[config.mk]
export PLATFORM = sky130hd
export DESIGN_NAME = rtc_spi_ctrl
export DESIGN_NICKNAME = d
export VERILOG_FILES = /design/src/rtl/rtc_spi_ctrl.sv
export SDC_FILE = /design/constraint.sdc
export NUM_CORES = 1
export LEC_CHECK = 0
export BUFFER_PORTS_ARGS = -buffer_cell sky130_fd_sc_hd__buf_2
export CAP_MARGIN = 20
export CORE_MARGIN = 1
export CORE_UTILIZATION = 55
export DETAILED_ROUTE_END_ITERATION = 16
export PLACE_DENSITY_LB_ADDON = 0.08
export SYNTH_ARGS = -nofsm -noshare
export SYNTH_HDL_FRONTEND = slang
export SYNTH_SLANG_ARGS = --single-unit
export TNS_END_PERCENT = 30
[constraint.sdc]
create_clock -name phi2 -period 2.2 [get_ports phi2]
set_clock_uncertainty 0.1 [all_clocks]
set_input_delay 0.22 -clock phi2 [delete_from_list [all_inputs] [get_ports phi2]]
set_output_delay 0.22 -clock phi2 [all_outputs]
set_load 0.005 [all_outputs]
[src/rtl/rtc_spi_ctrl.sv]
// SPI master (mode 0, MSB first) for the RTC/aux header, with DATA/CTRL/DIV/PINS registers.
// Optional feature macro: RTC_SPI_IRQ_EN adds the ie bit and the level transfer-complete irq.
module rtc_spi_ctrl #(
  parameter logic [7:0] DIV_RESET = 8'd3
) (
  input  logic       phi2,
  input  logic       reset_n,
  input  logic       bus_we,
  input  logic [2:0] bus_addr,
  input  logic [7:0] bus_wdata,
  output logic [7:0] bus_rdata,
  output logic       spi_sck,
  output logic       spi_mosi,
  input  logic       spi_miso,
  output logic       spi_cs,
  output logic       irq
);

  typedef enum logic [1:0] {ST_IDLE, ST_LO, ST_HI} state_t;

  state_t     r_state;
  state_t     w_next;
  logic [7:0] r_hc;
  logic [7:0] r_shift;
  logic [7:0] r_rx;
  logic [7:0] r_div;
  logic [2:0] r_bit;
  logic       r_sck;
  logic       r_mosi;
  logic       r_cs;
  logic       r_ovr;
  logic       r_done;
  logic       w_ie;
  logic       w_busy;
  logic       w_wrData;
  logic       w_wrCtrl;
  logic       w_wrDiv;
  logic       w_start;
  logic       w_hcHit;
  logic       w_rise;
  logic       w_fall;

  assign w_busy   = (r_state != ST_IDLE);
  assign w_wrData = bus_we && (bus_addr == 3'd0);
  assign w_wrCtrl = bus_we && (bus_addr == 3'd1);
  assign w_wrDiv  = bus_we && (bus_addr == 3'd2);
  assign w_start  = w_wrData && !w_busy;
  assign w_hcHit  = (r_hc == r_div);

  always_ff @(posedge phi2 or negedge reset_n) begin
    if (!reset_n) r_state <= ST_IDLE;
    else          r_state <= w_next;
  end

  always_comb begin
    w_next = r_state;
    w_rise = 1'b0;
    w_fall = 1'b0;
    case (r_state)
      ST_IDLE: if (w_start) w_next = ST_LO;
      ST_LO: begin
        if (w_hcHit) begin
          w_rise = 1'b1;
          w_next = ST_HI;
        end
      end
      ST_HI: begin
        if (w_hcHit) begin
          w_fall = 1'b1;
          w_next = (r_bit == 3'd7) ? ST_IDLE : ST_LO;
        end
      end
      default: w_next = ST_IDLE;
    endcase
  end

  // Half-period counter restarts on every state entry and idles at zero.
  always_ff @(posedge phi2 or negedge reset_n) begin
    if (!reset_n)                                     r_hc <= 8'd0;
    else if ((w_next != r_state) || !w_busy)          r_hc <= 8'd0;
    else                                              r_hc <= r_hc + 8'd1;
  end

  always_ff @(posedge phi2 or negedge reset_n) begin
    if (!reset_n) begin
      r_shift <= 8'd0;
      r_rx    <= 8'd0;
      r_bit   <= 3'd0;
      r_sck   <= 1'b0;
      r_mosi  <= 1'b0;
      r_done  <= 1'b0;
    end else begin
      if (w_start) begin
        r_shift <= bus_wdata;
        r_mosi  <= bus_wdata[7];
        r_bit   <= 3'd0;
        r_done  <= 1'b0;
      end
      if (w_rise) begin
        r_sck   <= 1'b1;
        r_shift <= {r_shift[6:0], spi_miso};
      end
      if (w_fall) begin
        r_sck <= 1'b0;
        if (r_bit == 3'd7) begin
          r_rx   <= r_shift;
          r_done <= 1'b1;
        end else begin
          r_bit  <= r_bit + 3'd1;
          r_mosi <= r_shift[7];
        end
      end
    end
  end

  // Writes that land mid-transfer are dropped and flagged; clearing ovr beats a same-cycle set.
  always_ff @(posedge phi2 or negedge reset_n) begin
    if (!reset_n) begin
      r_ovr <= 1'b0;
      r_cs  <= 1'b0;
      r_div <= DIV_RESET;
    end else begin
      if (w_wrCtrl && bus_wdata[2])
        r_ovr <= 1'b0;
      else if (w_busy && (w_wrData || w_wrCtrl || w_wrDiv))
        r_ovr <= 1'b1;
      if (w_wrCtrl && !w_busy) r_cs  <= bus_wdata[1];
      if (w_wrDiv && !w_busy)  r_div <= bus_wdata;
    end
  end

`ifdef RTC_SPI_IRQ_EN
  logic r_ie;

  always_ff @(posedge phi2 or negedge reset_n) begin
    if (!reset_n)                  r_ie <= 1'b0;
    else if (w_wrCtrl && !w_busy)  r_ie <= bus_wdata[4];
  end

  assign w_ie = r_ie;
  assign irq  = r_done & r_ie;
`else
  assign w_ie = 1'b0;
  assign irq  = 1'b0;
`endif

  always_comb begin
    bus_rdata = 8'h00;
    case (bus_addr)
      3'd0:    bus_rdata = r_rx;
      3'd1:    bus_rdata = {3'b000, w_ie, r_done, r_ovr, r_cs, w_busy};
      3'd2:    bus_rdata = r_div;
      3'd3:    bus_rdata = {4'b0000, r_cs, r_mosi, spi_miso, r_sck};
      default: bus_rdata = 8'h00;
    endcase
  end

  assign spi_sck  = r_sck;
  assign spi_mosi = r_mosi;
  assign spi_cs   = r_cs;

endmodule
==> results of run 1 <==
## power groups by stage
stage          clock (mW)  combinational (mW)  sequential, mW
6_report            0.502               0.862            1.32
5_1_grt             0.546               0.965            1.36
4_1_cts             0.510               0.867            1.32
3_5_place_dp            0               0.860            1.33
3_3_place_gp            0               0.821            1.32
2_1_floorplan           0               0.616            1.24
## cell type report
class / instances / area share
sequential: 42 / 0.431
multi-input combinational: 127 / 0.415
timing repair buffer: 34 / 0.0850
clock buffer: 5 / 0.0282
tap: 48 / 0.0246
clock inverter: 3 / 0.00870
inverter: 5 / 0.00768
## flip-flops by register name, summed over array words and instances, names as in the netlist
register	count
spi_mosi	1
r_div	8
spi_cs	1
r_state	2
r_rx	8
r_hc	8
r_shift	8
r_ovr	1
spi_sck	1
r_done	1
r_bit	3
## synth_stat cells (2+ instances only)
cell / number / share of area
xor2_1: 5 / 0.021
and4_1: 3 / 0.012
dfstp_2: 2 / 0.025
nand2_1: 6 / 0.011
ha_1: 3 / 0.018
nor3b_1: 2 / 0.0071
mux4_2: 3 / 0.032
a21oi_1: 4 / 0.0095
nor2_1: 13 / 0.023
mux2_2: 17 / 0.091
xnor2_1: 9 / 0.037
a221o_1: 7 / 0.033
buf_1: 2 / 0.0036
nand2b_1: 2 / 0.0059
nor2b_1: 5 / 0.015
inv_1: 5 / 0.0089
a211oi_1: 2 / 0.0071
mux2i_1: 7 / 0.033
nand3_1: 7 / 0.017
nand4_1: 2 / 0.0059
and3_1: 10 / 0.030
dfrtp_1: 40 / 0.47
o21ai_0: 2 / 0.0047
nor3_1: 5 / 0.012
clkbuf_1: 2 / 0.0036
## worst paths after layout
| path | start | end | slack (ns) |
|---|---|---|---|
| setup / recovery | r_hc[0]$_DFF_PN0_ | r_rx[2]$_DFFE_PN0P_ | 0.18 |
| hold / removal | bus_wdata[7] | r_div[7]$_DFFE_PN0P_ | 0.06 |
| setup reg to reg | r_hc[0]$_DFF_PN0_ | r_rx[2]$_DFFE_PN0P_ | 0.18 |
| hold reg to reg | r_done$_DFF_PN0_ | r_done$_DFF_PN0_ | 0.38 |
| max in group asynchronous | reset_n | r_div[0]$_DFFE_PN1P_ | 1.15 |
| min in group asynchronous | reset_n | r_hc[2]$_DFF_PN0_ | 0.30 |
## cells by family after synthesis
family                     after synthesis  share of synthesized area
and+or+nand+nor                         59                      0.163
DFF                                     42                      0.499
muxes                                   27                      0.156
AOI/OAI and AO/OA                       23                     0.0829
xor gates and xnor gates                14                     0.0580
buffers and inverters                   11                     0.0219
adders and majority gates                3                     0.0178
other                                    1                    0.00177
## cell usage in the layout (no fill, tap or decap), drive strengths merged, types with 6 or more instances in the layout
cell,instances
nor2,13
nand2,6
dfrtp,40
a221o,7
xnor2,9
nand3,7
and3,10
buf,33
nor3,6
mux2,17
mux2i,7
## through the flow
| step | setup slack (ns) | hold WS [ns] | utilization | instance area, µm² |
|---|---|---|---|---|
| after floorplan | 0.194 | -0.176 | - | 2110 |
| after global placement | 0.240 | 0.0889 | 0.640 | 2340 |
| after detailed placement | 0.184 | 0.108 | 0.640 | 2340 |
| after CTS | 0.148 | 0.0537 | 0.667 | 2440 |
| after global routing | 0.0347 | 0.0616 | 0.667 | 2440 |
| final | 0.177 | 0.0566 | 0.667 | 2440 |
## what timing repair did
action | 4_1_cts | 5_1_grt
hold buffers | 1 | 0
endpoints found under the hold margin | 19 | 0
endpoints found under the setup margin | 0 | 1
## worst max-delay path: stages, from the launching register on
cell,delay [ns]
dfrtp_1,0.45
xnor2_1,0.25
nand4_2,0.24
nor4_4,0.30
buf_4,0.22
mux2_2,0.35
## per-layer routing
layer  part of all wire  GRT usage  vias up
met5                  0          0        -
met4              0.011      0.119        0
met3              0.066     0.0643        5
met2               0.50      0.422       60
met1               0.43      0.373      801
li1                   -          -      728
==> results.json, run 1 <==
{
  "share_seq_of_total_power": 0.492,
  "worstSkewPairLatency_ns": 0.31,
  "grt_max_degree": 24,
  "vias": 1594,
  "cts_resized": 0,
  "cts_setup_buffers": 0,
  "avgSynthCellArea_um2": 11.7,
  "dp_hpwl_um": 3510,
  "drc_errors": 0,
  "root_buffer": "clkbuf_8",
  "synthArstFlopShare": 1.00,
  "grt_usage": 0.275,
  "yosysWarnings": 0,
  "place_congestion": 0.943,
  "via_per_inst": 6.04,
  "crit_path_max_fanout": 9,
  "synth.ff_latch_count": 42,
  "p_int_mw": 1.72,
  "grt_pass1_vias": 1634,
  "combPwrFrac": 0.321,
  "cts_tree": "built",
  "drt_pass1_iterations": 4,
  "die_h_um": 64.0,
  "holdPathStages": 2,
  "multi_input_area_um2": 1010,
  "cap_violations": 0,
  "cp.arrival_ns": 2.11,
  "dp.cells": 255,
  "grt_pass1_wl_um": 8160,
  "finalNonFillerCells": 264,
  "clock_sinks": 42,
  "io_pins": 27,
  "drive_gt1_frac": 0.306,
  "clockBufferDepth": 2,
  "report.final.slew_viol_count": 0,
  "nFillCells": 280,
  "fin_tns_setup_ns": 0,
  "path_class": "flop to flop",
  "fin_nets": 233,
  "p_leak_nw": 1.19,
  "synthToLayoutAreaGrowth_pct": 15.6,
  "htreeDepth": 2,
  "drt_iter0_markers": 118,
  "io_buffers": 25,
  "cp-end-kind": "flop",
  "r2r_cells": 5,
  "synth_area_um2": 2110,
  "clockPowerShare": 0.187,
  "die_w_um": 64.0,
  "ys_seq_area_frac": 0.499,
  "finalPower_mw": 2.68,
  "routed_wirelength_um": 4730,
  "finalCriticalPeriod_ns": 2.02,
  "synth-edff-count": 0,
  "initial_utilization": 0.577,
  "p_sw_mw": 0.960,
  "global_route.overflow_total": 0,
  "clk_pin_slew_worst_paths_ns": 0.08,
  "rows": 22,
  "vdd_drop_max_v": 0.000708,
  "cp.required_ns": 2.29,
  "setup_viol": 0,
  "rsz0062_at_grt": "no",
  "drtAntennaViolNets": 0,
  "finalHoldViolCount": 0,
  "route.detailed.wl_per_inst_um": 17.9,
  "core_um2": 3660,
  "status": "finished clean",
  "fmax_mhz": 494,
  "antenna_found_initial": 0,
  "diodes": 0,
  "startpoint_type": "flop",
  "min_period_over_period": 0.920,
  "synthesis.nets": 198,
  "seq_area_um2": 1050,
  "swShare": 0.358,
  "holdCritPathClass": "primary input to flop",
  "numCtsBuffers": 5,
  "fp.dieArea_um2": 4090,
  "synthCells": 180,
  "synth.distinct_cells": 40,
  "p_per_area_nw_per_um2": 1100,
  "ys.flop_type": "dfrtp_1"
}
Note: power is estimated with default switching activity, not from simulation.
==> run 2: changes to the inputs <==
--- a/config.mk
+++ b/config.mk
@@ -5,11 +5,12 @@
 export SDC_FILE = /design/constraint.sdc
 export NUM_CORES = 1
 export LEC_CHECK = 0
-export BUFFER_PORTS_ARGS = -buffer_cell sky130_fd_sc_hd__buf_2
 export CAP_MARGIN = 20
 export CORE_MARGIN = 1
 export CORE_UTILIZATION = 55
+export CTS_BUF_LIST = sky130_fd_sc_hd__clkbuf_4 sky130_fd_sc_hd__clkbuf_8
 export DETAILED_ROUTE_END_ITERATION = 16
+export DONT_BUFFER_PORTS = 1
 export PLACE_DENSITY_LB_ADDON = 0.08
 export SYNTH_ARGS = -nofsm -noshare
 export SYNTH_HDL_FRONTEND = slang
==> run 2 against run 1 <==
Compared with the run above: register-to-register slack worse by 0.08 ns; combinational power down 9.0%; critical path depth unchanged; clock-buffer cell count up 2; via count down 4.5%; wire length down 1.5%; critical path type unchanged; largest power group unchanged; highest routed layer unchanged.
==> results.json, run 2 (same netlist as run 1, synthesis figures left out) <==
{
  "numCtsBuffers": 5,
  "drt_iter0_markers": 72,
  "routed_wirelength_um": 4660,
  "place_congestion": 0.869,
  "path_buf_inv": 1,
  "drt_pass1_iterations": 4,
  "fin_ws_ns": 0.0943,
  "grt_max_degree": 43,
  "p_per_area_nw_per_um2": 1100,
  "cp_num_cells": 5,
  "max_stage_delay_ns": 0.47,
  "r2r_cells": 5,
  "drtAntennaViolNets": 0,
  "fp.dieArea_um2": 4090,
  "cp.arrival_ns": 2.18,
  "path_class": "flop to flop",
  "cp.required_ns": 2.28,
  "diodes": 0,
  "grt_pass1_vias": 1548,
  "drive_gt1_frac": 0.196,
  "crit_path_max_fanout": 9,
  "dp_hpwl_um": 3260,
  "worstHoldStart": "bus_addr[2]",
  "synthToLayoutAreaGrowth_pct": 14.0,
  "cp_cell_sequence": "xnor2_1 -> nand4_2 -> nor4_4 -> buf_4 -> mux2_2",
  "cts_resized": 0,
  "worst_path_max_delay_cell": "dfrtp_1",
  "place_ws_ns": 0.136,
  "die_h_um": 64.0,
  "fin_tns_setup_ns": 0,
  "cap_violations": 0,
  "status": "finished clean",
  "p_leak_nw": 1.12,
  "core_um2": 3660,
  "clockBufferDepth": 2,
  "mostFrequentLayoutCells": "40 x dfrtp_1, 17 x mux2_2, 13 x nor2_1",
  "io_buffers": 0,
  "dp.cells": 227,
  "min_period_over_period": 0.957,
  "finalNonFillerCells": 247,
  "clk_pin_slew_worst_paths_ns": 0.08,
  "regToRegStartpoint": "r_hc[0]$_DFF_PN0_",
  "worstSkewPairLatency_ns": 0.29,
  "crit_family": "simple AND/OR/NAND/NOR gates",
  "via_per_inst": 6.17,
  "root_buffer": "clkbuf_8",
  "timing.critical_path.from": "r_hc[0]$_DFF_PN0_",
  "drc_errors": 0,
  "fmax_mhz": 475,
  "global_route.overflow_total": 0,
  "holdCritPathClass": "primary input to flop",
  "layout_commonest_cell": "dfrtp_1",
  "vias": 1523,
  "grt_usage": 0.266,
  "rsz0062_at_grt": "no",
  "route.detailed.wl_per_inst_um": 18.9,
  "io_pins": 27,
  "cp-end-kind": "flop",
  "holdPathStages": 3,
  "fin_nets": 216,
  "htreeDepth": 2,
  "grt_pass1_wl_um": 8020,
  "finalHoldViolCount": 0,
  "initial_utilization": 0.577,
  "hold_buffers": 12,
  "setup_viol": 0,
  "antenna_found_initial": 0,
  "die_w_um": 64.0,
  "cts_setup_buffers": 0,
  "report.final.slew_viol_count": 0,
  "startpoint_type": "flop",
  "rows": 22,
  "cts_tree": "built",
  "finalCriticalPeriod_ns": 2.11,
  "clock_sinks": 42,
  "vdd_drop_max_v": 0.000881
}
==> run 2: cell types whose count changed in the layout (fill, tap and decap cells not counted), sizes merged <==
cell,delta
dlygate4sd3,+10
buf,-27
clkinv,-1
clkbuf,+2
clkinvlp,-1
==> run 2: metrics by stage <==
step	instance area (µm²)	total power, mW	hold slack [ns]	utilization
2_1_floorplan	2110	1.85	-0.176	-
4_1_cts	2410	2.65	0.00517	0.658
6_report	2410	2.64	0.0172	0.658
3_3_place_gp	2180	2.05	-0.175	0.596
5_1_grt	2410	2.81	0.0462	0.658
3_5_place_dp	2180	2.09	-0.175	0.596
==> run 2: worst reg2reg max path, cell delays in order (launching register included) <==
cell	delay (ns)
dfrtp_1	0.47
xnor2_1	0.28
nand4_2	0.27
nor4_4	0.31
buf_4	0.21
mux2_2	0.35
==> run 2: path summary, 6_finish.rpt <==
path                                              to  slack (ns)
worst max-delay path             r_rx[6]$_DFFE_PN0P_        0.09
worst min-delay path               r_ovr$_DFFE_PN0P_        0.02
worst max register to register   r_rx[6]$_DFFE_PN0P_        0.09
worst min register to register    r_bit[0]$_DFF_PN0_        0.40
max in group asynchronous       r_div[0]$_DFFE_PN1P_        1.45
min in group asynchronous          r_ovr$_DFFE_PN0P_        0.28
==> run 2: area by class of cell <==
class / instances / area (µm²)
fill: 292 / 1250
sequential: 42 / 1050
multi-input combinational: 127 / 1010
timing repair buffer: 17 / 168
clock buffer: 7 / 90.1
tap: 48 / 60.1
inverter: 5 / 18.8
clock inverter: 1 / 5.00
==> run 2: report_power, final <==
| part | switching, mW | internal (mW) | total, mW |
|---|---|---|---|
| clock | 0.256 | 0.266 | 0.522 |
| combinational | 0.370 | 0.415 | 0.784 |
| sequential | 0.283 | 1.05 | 1.33 |
| total | 0.909 | 1.73 | 2.64 |
==> run 2: metal layers <==
layer	GRT usage	routed length (µm)
met1	0.383	2100
met2	0.408	2220
met3	0.0571	296
met4	0.0682	40
met5	0	0
